File: src/rtl/vdp_super_res_pkg.sv
// vdp_super_res_pkg
// Shared types and helpers for the super-res framebuffer write path.
//   wr_entry_t  : one buffered CPU byte write {byte pointer, palette index}
//   wr_state_t  : writer FSM states (GATHER exists only when
//                 SUPER_RES_WRITE_COALESCE_EN is defined)
//   lane_be()   : one-hot byte enable for a lane index
package vdp_super_res_pkg;

    localparam int unsigned SR_ADDR_W = 20;

    typedef struct packed {
        logic [SR_ADDR_W-1:0] addr;
        logic [7:0]           data;
    } wr_entry_t;

`ifdef SUPER_RES_WRITE_COALESCE_EN
    typedef enum logic [1:0] {
        IDLE   = 2'd0,
        REQ    = 2'd1,
        GATHER = 2'd2
    } wr_state_t;
`else
    typedef enum logic [1:0] {
        IDLE = 2'd0,
        REQ  = 2'd1
    } wr_state_t;
`endif

    function automatic logic [3:0] lane_be(input logic [1:0] k);
        return 4'b0001 << k;
    endfunction

endpackage

File: src/rtl/vdp_super_res_wr_fifo.sv
// vdp_super_res_wr_fifo
// Synchronous first-word-fall-through FIFO with registered full/empty flags.
// Ports:
//   i_clk   : clock
//   i_clr   : synchronous flush (reset or block disabled)
//   i_push  : write i_data; accepted when not full, or when a pop happens too
//   i_data  : entry to write
//   i_pop   : remove head; ignored when empty
//   o_head  : current head entry (valid when !o_empty)
//   o_full  : registered, reflects state after the edge
//   o_empty : registered, reflects state after the edge
module vdp_super_res_wr_fifo #(
    parameter int unsigned DEPTH = 8,
    parameter type         T     = logic [7:0]
) (
    input  logic i_clk,
    input  logic i_clr,
    input  logic i_push,
    input  T     i_data,
    input  logic i_pop,
    output T     o_head,
    output logic o_full,
    output logic o_empty
);

    localparam int unsigned PTR_W = (DEPTH > 1) ? $clog2(DEPTH) : 1;

    T                 r_mem [DEPTH];
    logic [PTR_W-1:0] r_wr_ptr;
    logic [PTR_W-1:0] r_rd_ptr;
    logic [PTR_W:0]   r_count;
    logic [PTR_W:0]   w_count_next;
    logic             r_full;
    logic             r_empty;
    logic             w_do_pop;
    logic             w_do_push;

    assign w_do_pop  = i_pop & ~r_empty;
    assign w_do_push = i_push & (~r_full | w_do_pop);

    always_comb begin
        w_count_next = r_count;
        if (w_do_push && !w_do_pop) begin
            w_count_next = r_count + (PTR_W + 1)'(1);
        end else if (w_do_pop && !w_do_push) begin
            w_count_next = r_count - (PTR_W + 1)'(1);
        end
    end

    always_ff @(posedge i_clk) begin
        if (i_clr) begin
            r_wr_ptr <= '0;
            r_rd_ptr <= '0;
            r_count  <= '0;
            r_full   <= 1'b0;
            r_empty  <= 1'b1;
        end else begin
            // DEPTH is a power of two, so the pointers wrap naturally.
            if (w_do_push) r_wr_ptr <= r_wr_ptr + PTR_W'(1);
            if (w_do_pop)  r_rd_ptr <= r_rd_ptr + PTR_W'(1);
            r_count <= w_count_next;
            r_full  <= (w_count_next == (PTR_W + 1)'(DEPTH));
            r_empty <= (w_count_next == '0);
        end
    end

    // Storage needs no reset: contents are only visible through the flags.
    always_ff @(posedge i_clk) begin
        if (w_do_push) r_mem[r_wr_ptr] <= i_data;
    end

    assign o_head  = r_mem[r_rd_ptr];
    assign o_full  = r_full;
    assign o_empty = r_empty;

endmodule

File: src/rtl/vdp_super_res_writer.sv
// vdp_super_res_writer
// Buffers CPU byte writes to the super-res framebuffer (8-bit palette indexes,
// 4 pixels per 32-bit VRAM word) and drains them to the VRAM arbiter write
// port as byte-enabled word writes, only while scan-out is not drawing.
// Optional build macro: SUPER_RES_WRITE_COALESCE_EN merges consecutive
// queued bytes that hit the same VRAM word into a single write.
// Ports:
//   i_clk, i_reset        : clock, synchronous active-high reset
//   i_vdp_super           : super mode enable; low holds the block idle/flushed
//   i_super_res_drawing   : scan-out owns the bus; no new requests while high
//   i_page_addr           : page base in 32-bit words
//   i_addr_set, i_addr_in : load the byte pointer (clears overflow)
//   i_data_wr, i_data_in  : push a palette index at the pointer, then advance
//   o_fifo_full/empty     : FIFO status
//   o_overflow            : sticky, a write was dropped
//   o_vram_wr_req/i_vram_wr_ack : request/accept handshake
//   o_vram_wr_addr/data/be      : word address, lane-replicated data, enables
module vdp_super_res_writer
    import vdp_super_res_pkg::*;
#(
    parameter int unsigned FIFO_DEPTH = 8,
    parameter int unsigned ADDR_W     = SR_ADDR_W
) (
    input  logic              i_clk,
    input  logic              i_reset,
    input  logic              i_vdp_super,
    input  logic              i_super_res_drawing,
    input  logic [16:0]       i_page_addr,
    input  logic              i_addr_set,
    input  logic [ADDR_W-1:0] i_addr_in,
    input  logic              i_data_wr,
    input  logic [7:0]        i_data_in,
    output logic              o_fifo_full,
    output logic              o_fifo_empty,
    output logic              o_overflow,
    output logic              o_vram_wr_req,
    input  logic              i_vram_wr_ack,
    output logic [ADDR_W-3:0] o_vram_wr_addr,
    output logic [31:0]       o_vram_wr_data,
    output logic [3:0]        o_vram_wr_be
);

    localparam int unsigned WA_W = ADDR_W - 2;

    wr_state_t         r_state, w_state_d;
    logic [ADDR_W-1:0] r_ptr, w_ptr_d;
    logic              r_ovf, w_ovf_d;
    logic              r_req, w_req_d;
    logic [WA_W-1:0]   r_addr, w_addr_d;
    logic [31:0]       r_data, w_data_d;
    logic [3:0]        r_be, w_be_d;
`ifdef SUPER_RES_WRITE_COALESCE_EN
    logic [WA_W-1:0]   r_pend_word, w_pend_d;
`endif

    logic              w_clr;
    logic              w_push;
    logic              w_pop;
    logic              w_full;
    logic              w_empty;
    wr_entry_t         w_entry;
    wr_entry_t         w_head;
    logic [WA_W-1:0]   w_head_word;
    logic [WA_W-1:0]   w_head_vaddr;
    logic [3:0]        w_head_be;

    // Disabling super mode behaves exactly like reset.
    assign w_clr = i_reset | ~i_vdp_super;

    // addr_set has priority: a coincident data_wr is silently discarded.
    assign w_push  = i_data_wr & ~i_addr_set & (~w_full | w_pop);
    assign w_entry = '{addr: r_ptr, data: i_data_in};

    vdp_super_res_wr_fifo #(
        .DEPTH (FIFO_DEPTH),
        .T     (wr_entry_t)
    ) u_fifo (
        .i_clk   (i_clk),
        .i_clr   (w_clr),
        .i_push  (w_push),
        .i_data  (w_entry),
        .i_pop   (w_pop),
        .o_head  (w_head),
        .o_full  (w_full),
        .o_empty (w_empty)
    );

    // Word address uses page_addr as it stands when the entry is popped.
    assign w_head_word  = w_head.addr[ADDR_W-1:2];
    assign w_head_vaddr = WA_W'(i_page_addr) + w_head_word;
    assign w_head_be    = lane_be(w_head.addr[1:0]);

    // Pointer and sticky overflow.
    always_comb begin
        w_ptr_d = r_ptr;
        w_ovf_d = r_ovf;
        if (i_addr_set) begin
            w_ptr_d = i_addr_in;
            w_ovf_d = 1'b0;
        end else if (i_data_wr) begin
            if (w_push) w_ptr_d = r_ptr + ADDR_W'(1);
            else        w_ovf_d = 1'b1;
        end
    end

    // Drain FSM: next state, pop and payload.
    always_comb begin
        w_state_d = r_state;
        w_req_d   = r_req;
        w_addr_d  = r_addr;
        w_data_d  = r_data;
        w_be_d    = r_be;
        w_pop     = 1'b0;
`ifdef SUPER_RES_WRITE_COALESCE_EN
        w_pend_d  = r_pend_word;
`endif
        unique case (r_state)
            IDLE: begin
                if (!w_empty && !i_super_res_drawing) begin
                    w_pop    = 1'b1;
                    w_addr_d = w_head_vaddr;
                    w_data_d = {4{w_head.data}};
                    w_be_d   = w_head_be;
`ifdef SUPER_RES_WRITE_COALESCE_EN
                    w_pend_d  = w_head_word;
                    w_state_d = GATHER;
`else
                    w_req_d   = 1'b1;
                    w_state_d = REQ;
`endif
                end
            end
`ifdef SUPER_RES_WRITE_COALESCE_EN
            GATHER: begin
                if (!w_empty && w_head_word == r_pend_word && r_be != 4'hF) begin
                    w_pop  = 1'b1;
                    w_be_d = r_be | w_head_be;
                    for (int k = 0; k < 4; k++) begin
                        if (w_head_be[k]) w_data_d[8*k +: 8] = w_head.data;
                    end
                end else if (!i_super_res_drawing) begin
                    w_req_d   = 1'b1;
                    w_state_d = REQ;
                end
            end
`endif
            REQ: begin
                // Drawing rising here does not withdraw; the arbiter decides.
                if (i_vram_wr_ack) begin
                    w_req_d   = 1'b0;
                    w_state_d = IDLE;
                end
            end
            default: begin
                w_req_d   = 1'b0;
                w_state_d = IDLE;
            end
        endcase
    end

    always_ff @(posedge i_clk) begin
        if (w_clr) begin
            r_state     <= IDLE;
            r_ptr       <= '0;
            r_ovf       <= 1'b0;
            r_req       <= 1'b0;
            r_addr      <= '0;
            r_data      <= '0;
            r_be        <= '0;
`ifdef SUPER_RES_WRITE_COALESCE_EN
            r_pend_word <= '0;
`endif
        end else begin
            r_state     <= w_state_d;
            r_ptr       <= w_ptr_d;
            r_ovf       <= w_ovf_d;
            r_req       <= w_req_d;
            r_addr      <= w_addr_d;
            r_data      <= w_data_d;
            r_be        <= w_be_d;
`ifdef SUPER_RES_WRITE_COALESCE_EN
            r_pend_word <= w_pend_d;
`endif
        end
    end

    assign o_fifo_full    = w_full;
    assign o_fifo_empty   = w_empty;
    assign o_overflow     = r_ovf;
    assign o_vram_wr_req  = r_req;
    assign o_vram_wr_addr = r_addr;
    assign o_vram_wr_data = r_data;
    assign o_vram_wr_be   = r_be;

endmodule

File: config.mk
export PLATFORM = sky130hd
export DESIGN_NAME = vdp_super_res_writer
export DESIGN_NICKNAME = d
export VERILOG_FILES = /design/src/rtl/vdp_super_res_pkg.sv /design/src/rtl/vdp_super_res_wr_fifo.sv /design/src/rtl/vdp_super_res_writer.sv
export SDC_FILE = /design/constraint.sdc
export NUM_CORES = 1
export LEC_CHECK = 0
export CORE_MARGIN = 3
export CORE_UTILIZATION = 55
export DETAILED_ROUTE_END_ITERATION = 12
export PLACE_DENSITY = 0.86
export SETUP_SLACK_MARGIN = 0.15
export SYNTH_ARGS = -nofsm -noshare
export SYNTH_HDL_FRONTEND = slang
export SYNTH_SLANG_ARGS = --single-unit
export TNS_END_PERCENT = 5
File: constraint.sdc
create_clock -name i_clk -period 5.9 [get_ports i_clk]
set_input_delay 1.18 -clock i_clk [delete_from_list [all_inputs] [get_ports i_clk]]
set_output_delay 1.18 -clock i_clk [all_outputs]
set_load 0.005 [all_outputs]
; After elaboration in Yosys (flattened, before gate mapping)
; Memory sizes are Yosys's and may differ from the RTL's. A register that Yosys moved wholly into a read port is not among the register bits.
; Index checks and enable logic that the tools add are counted.
[totals]
word_cells = 69
reg_bits = 90
mem_count = 1
mem_bits_rw = 224
[classes]
shift = 1
n_bitwise = 12
eq_ne = 4
n_reduce_logical = 16
mux = 17
add_sub_neg = 6
[mem_list]
columns = memory, depth, word_bits, read_ports, rd_clocked_by_memory_dff, wr, line
row1 = u_fifo.r_mem, 8, 28, 1, 1, 1, vdp_super_res_wr_fifo.sv:28  ; T r_mem [DEPTH];
[op_table]
columns = op, n
row1 = $mux 20, 3
row2 = $add 20x1->20 const B, 1
row3 = $add 17x18->18, 1
row4 = $mux 4, 2
row5 = $reduce_and 2->1, 4
row6 = $add 3x1->3 const B, 2
row7 = $mux 1, 6
row8 = $mux 3, 2
row9 = $not 1->1, 5
row10 = $add 4x1->4 const B, 1
row11 = $and 1x1->1, 4
row12 = $eq 4x4->1 const B, 1
row13 = $logic_not 1->1, 4
row14 = $logic_not 4->1, 1
row15 = $mux 2, 2
row16 = $ne 2x2->1 const B, 2
row17 = $pmux 2 s2, 1
row18 = $reduce_bool 2->1, 2
row19 = $shl 1x2->4 const A, 1
row20 = $sub 4x1->4 const B, 1
row21 = $logic_and 1x1->1, 3
row22 = $or 1x1->1, 3
row23 = $eq 2x1->1 const B, 1
row24 = $logic_not 2->1, 1
row25 = other kinds (2), 2

; Depth between registers and ports, before layout
[logic_depth]
ltp_word = 12
depth_mapped = 13
mapped_depth_nobuf = 11

; Hierarchy
; A second synthesis with hierarchy kept.
[hier_totals]
hier_cells = 809
area_unflattened_um2 = 12289.3
[modules_own_cells]
columns = mod, area_each_um2, instances, cells_each
row1 = vdp_super_res_wr_fifo, 9125.0, 1, 404
row2 = vdp_super_res_writer, 3164.3, 1, 405

; Least setup slack after synthesis
; OpenSTA, ideal clock, no wires.
[synth_timing]
kind = input-to-reg
start = input i_super_res_drawing
end = memory u_fifo.r_mem[0][0] (netlist bit), enable pin
setup_slack_ns = 0.790
cell_stages = 4
arrival_ns = 4.626
required_time_ns = 5.416
setup_ns = 0.484
path_buffers = 1
cell_sequence = o31a_1 > or2_2 > clkbuf_1 > nor4_1
[synth_between]
elab_chain_len = 9
[synth_lines]
columns = item, line
row1 = "start, declared", vdp_super_res_writer.sv:27  ; input logic i_super_res_drawing,
row2 = $logic_not 1->1 *, vdp_super_res_writer.sv:119  ; if (!w_empty && !i_super_res_drawing) begin
row3 = $logic_and 1x1->1 *, vdp_super_res_writer.sv:119
row4 = $mux 1 *, vdp_super_res_writer.sv:119
row5 = $mux 1 *, vdp_super_res_writer.sv:117  ; unique case (r_state)
row6 = $or 1x1->1 or $and 1x1->1 (tied branches), "vdp_super_res_writer.sv:71, vdp_super_res_wr_fifo.sv:38"
row7 = $and 1x1->1 or $or 1x1->1 (tied branches), "vdp_super_res_writer.sv:71, vdp_super_res_wr_fifo.sv:39"
row8 = $and 1x1->1 *, vdp_super_res_wr_fifo.sv:39  ; assign w_do_push = i_push & (~r_full | w_do_pop);
row9 = $mux 1 *, vdp_super_res_wr_fifo.sv:69  ; if (w_do_push) r_mem[r_wr_ptr] <= i_data;
row10 = $mux 1 (implied by the code) *, vdp_super_res_wr_fifo.sv:69
row11 = "end, declared", vdp_super_res_wr_fifo.sv:28
; Mark *: on every way between the ends. The rest lies on a longest branch, timed or not.

==> key figures <==
Pwr
  • Pwr Density: 293 nW/um^2
  • Leakage power: ~0.0048 uW
  • VDD IR max: roughly 0.26 mV

Global routing
  • First-pass GRT wire length: 42700 microns
  • GRT Total Usage: 22.7%
  • Initial antenna violation count: 0
  • Vias in the first global route: 7540
  • Largest net degree at the start of global routing: 51
  • Gr ovfl total: 0

Timing
  • Fmax: 264 MHz
  • Least-Margin Pin Slew: 1.21 ns
  • Final Critical Period: 3.78 ns
  • Final setup viols: 0
  • Final Hold Viols: 0
  • Period utilization: 64.1%
  • RSZ-0062 raised after global routing: false
  • Setup TNS: 0 ns
  • Clk_skew: ~0.011 ns
  • Normalized max-slew margin: between 10% and 20%
  • Slew Viols, Final: 0

Final layout
  • Design Area, Final: 14400 sq um
  • Final cell count without fillers: 1195
  • Layout Nets: 968
  • Layout cells sized above 1: 17.5%
  • # diodes: 0
  • Fillers: 1480
  • Synth-to-Final Area Change: 17.6%

Placement
  • Area after DPL: 13500 sq um
  • Gp weighted congestion: 0.864
  • Placed instance count: 1143
  • DP Wirelength: 16900 microns
  • Port Buffer Count: 109

Floorplanning
  • Ports: 110
  • Chip Height: about 160 microns
  • Die area: 24200 sq um
  • Initial Utilization: about 56%
  • FP Rows: 54
  • Die width: 155 microns
  • Core Region: between 20000 and 25000 sq um

Yosys
  • Synthesized area per cell: 15.3 sq um
  • Post-synth EDFFs: 224
  • Area share of the largest cell type after synthesis: 54.8%
  • Synth Area in XOR/XNOR: 2.07%
  • Synth Area in Compound Gates: 6.48%
  • Most frequently used flop master after synthesis: edfxtp_1
  • Post-Synth Simple-Gate Area: 6.94%
  • Synth warn: 0
  • Synthesized Nets: between 800 and 900
  • Async set-reset flop share out of synthesis: 0%
  • Sequential share of the synthesized area: 65.7%
  • Synth Register Bits: between 200 and 300
  • Netlist cell types: 66
  • Top cell type by total area after synthesis: edfxtp_1
  • Count leader, synth: edfxtp_1
  • Post-synth top cells: 224 x edfxtp_1, 67 x dfxtp_1, 56 x mux4_2
  • Post-synthesis mux area share: a little over an eighth
  • Largest family of logic cells by synthesized area: multiplexers
  • Area contributors post-synth: edfxtp_1 55%, dfxtp_1 11%, mux4_2 10%, ha_1 2.2%, a21oi_1 2.0%
  • Cell count after synthesis: 803
  • Mapped Area: roughly 12000 sq um
  • Post-Synth Adder-Cell Area: 2.40%

Clock tree
  • Clk root buf: clkbuf_16
  • CTS Buf Count: 28
  • Clock buffer depth: 3
  • Clock Sinks: 291
  • CTS tree: built
  • H-tree lvl count: 1
  • # hold bufs at CTS: 0
  • Post-CTS resize count: 0
  • Post-CTS Setup Bufs: 0
  • Worst skew pair latency: between 0.5 and 0.6 ns
  • Clock-pin slew on the worst setup and hold paths: 0.06 ns

Drt
  • DR vias/cell: approximately 6.1
  • Starting DRT DRC Count: 788
  • Total number of vias: 7340
  • Post-Route WL: about 27000 microns
  • Post-route antenna net violation count: 0
  • TritonRoute pass-1 iters: 5
  • DRC Markers: 0
  • WL/cell: 22.9 microns

Setup path
  • CP arrival: 4.20 ns
  • Worst Path Required: 6.32 ns
  • CP endpoint kind: flop
  • Crit-path max FO: 37
  • WS Path Type: reg2reg
  • Reg2Reg Depth: 11
  • Worst Setup Start Kind: flop

Worst hold path
  • HP Class: reg2reg
  • Hold path depth: 2

Flow run
  • Max cap viols: 0

Status
  • Status: finished clean
per-layer routing:
metal  wire length (microns)  track usage (%)  up-vias
li1                        -                -     3269
met1                   11000             31.5     3707
met2                   13800             38.2      317
met3                    1930             3.37       47
met4                     580             5.88        0
met5                       0                0        -
sequential cells by signal, summed over array words and instances (netlist names), named ones only:
name,cells
o_vram_wr_be,4
u_fifo.r_count,4
o_vram_wr_addr,18
u_fifo.r_rd_ptr,3
o_vram_wr_req,1
u_fifo.o_full,1
o_vram_wr_data,8
o_overflow,1
u_fifo.r_mem,224
u_fifo.o_empty,1
r_ptr,20
u_fifo.r_wr_ptr,3
kinds of logic (layout without fill, tap and decap cells):
| group | count (synthesis) | count (layout) |
|---|---|---|
| flip-flops | 291 | 291 |
| XOR/XNOR | 29 | 29 |
| multiplexers | 89 | 89 |
| adder cells (fa/ha/maj) | 23 | 23 |
| buffers and inverters | 74 | 186 |
| AO/OA/AOI/OAI | 128 | 128 |
| AND/OR/NAND/NOR | 169 | 169 |
cell type report:
cell class | instances | area [sq um] | area share [%]
multi-input cells | 438 | 3850 | 26.6
flip-flops and latches | 291 | 8070 | 55.9
repair buffers | 125 | 1220 | 8.47
inverters | 9 | 33.8 | 0.234
clock inverters | 18 | 151 | 1.05
clock buffers | 34 | 764 | 5.29
well taps | 280 | 350 | 2.43
critical path: stages (launching register included):
cell       delay, ns
dfxtp_4         0.83
mux4_2          0.61
mux2_2          0.29
ha_1            0.20
inv_1           0.08
fa_1            0.23
nor2b_1         0.10
o2111ai_1       0.37
a21o_1          0.28
a21oi_1         0.10
or3_1           0.32
a32o_1          0.25
cell usage in the layout, fill, tap and decap left out, types with 22 or more instances in the layout:
cell / n
mux4_2: 56
a21oi_1: 49
clkdlybuf4s50_1: 109
o21ai_0: 26
nor2_1: 34
edfxtp_1: 224
dfxtp_1: 65
ha_1: 22
nand2_1: 53
clkbuf_16: 29
power breakdown:
group	internal, uW	total, uW	switching [uW]	leakage (uW)
registers	2220	2250	27.3	0.00267
clock network	1010	1740	735	0.000433
logic	112	235	123	0.00168
through the flow:
stage	hold slack [ns]	power, uW	worst slack [ns]	util, %
2_1_floorplan	0.448	2420	0.790	-
3_3_place_gp	0.441	2510	1.99	61.8
3_5_place_dp	0.443	2520	1.85	61.8
4_1_cts	0.458	4250	2.12	66.0
5_1_grt	0.483	4350	1.88	66.0
6_report	0.455	4230	2.12	66.0
worst paths after layout:
kind,slack (ns),endpoint,startpoint
worst min register to register,0.45,o_vram_wr_be[2]$_SDFFE_PP0P_,o_vram_wr_be[2]$_SDFFE_PP0P_
worst min-delay path,0.45,o_vram_wr_be[2]$_SDFFE_PP0P_,o_vram_wr_be[2]$_SDFFE_PP0P_
worst max register to register,2.12,o_vram_wr_addr[10]$_SDFFE_PP0P_,flop
worst max-delay path,2.12,o_vram_wr_addr[10]$_SDFFE_PP0P_,flop
Power figures use the tool's default switching activity.
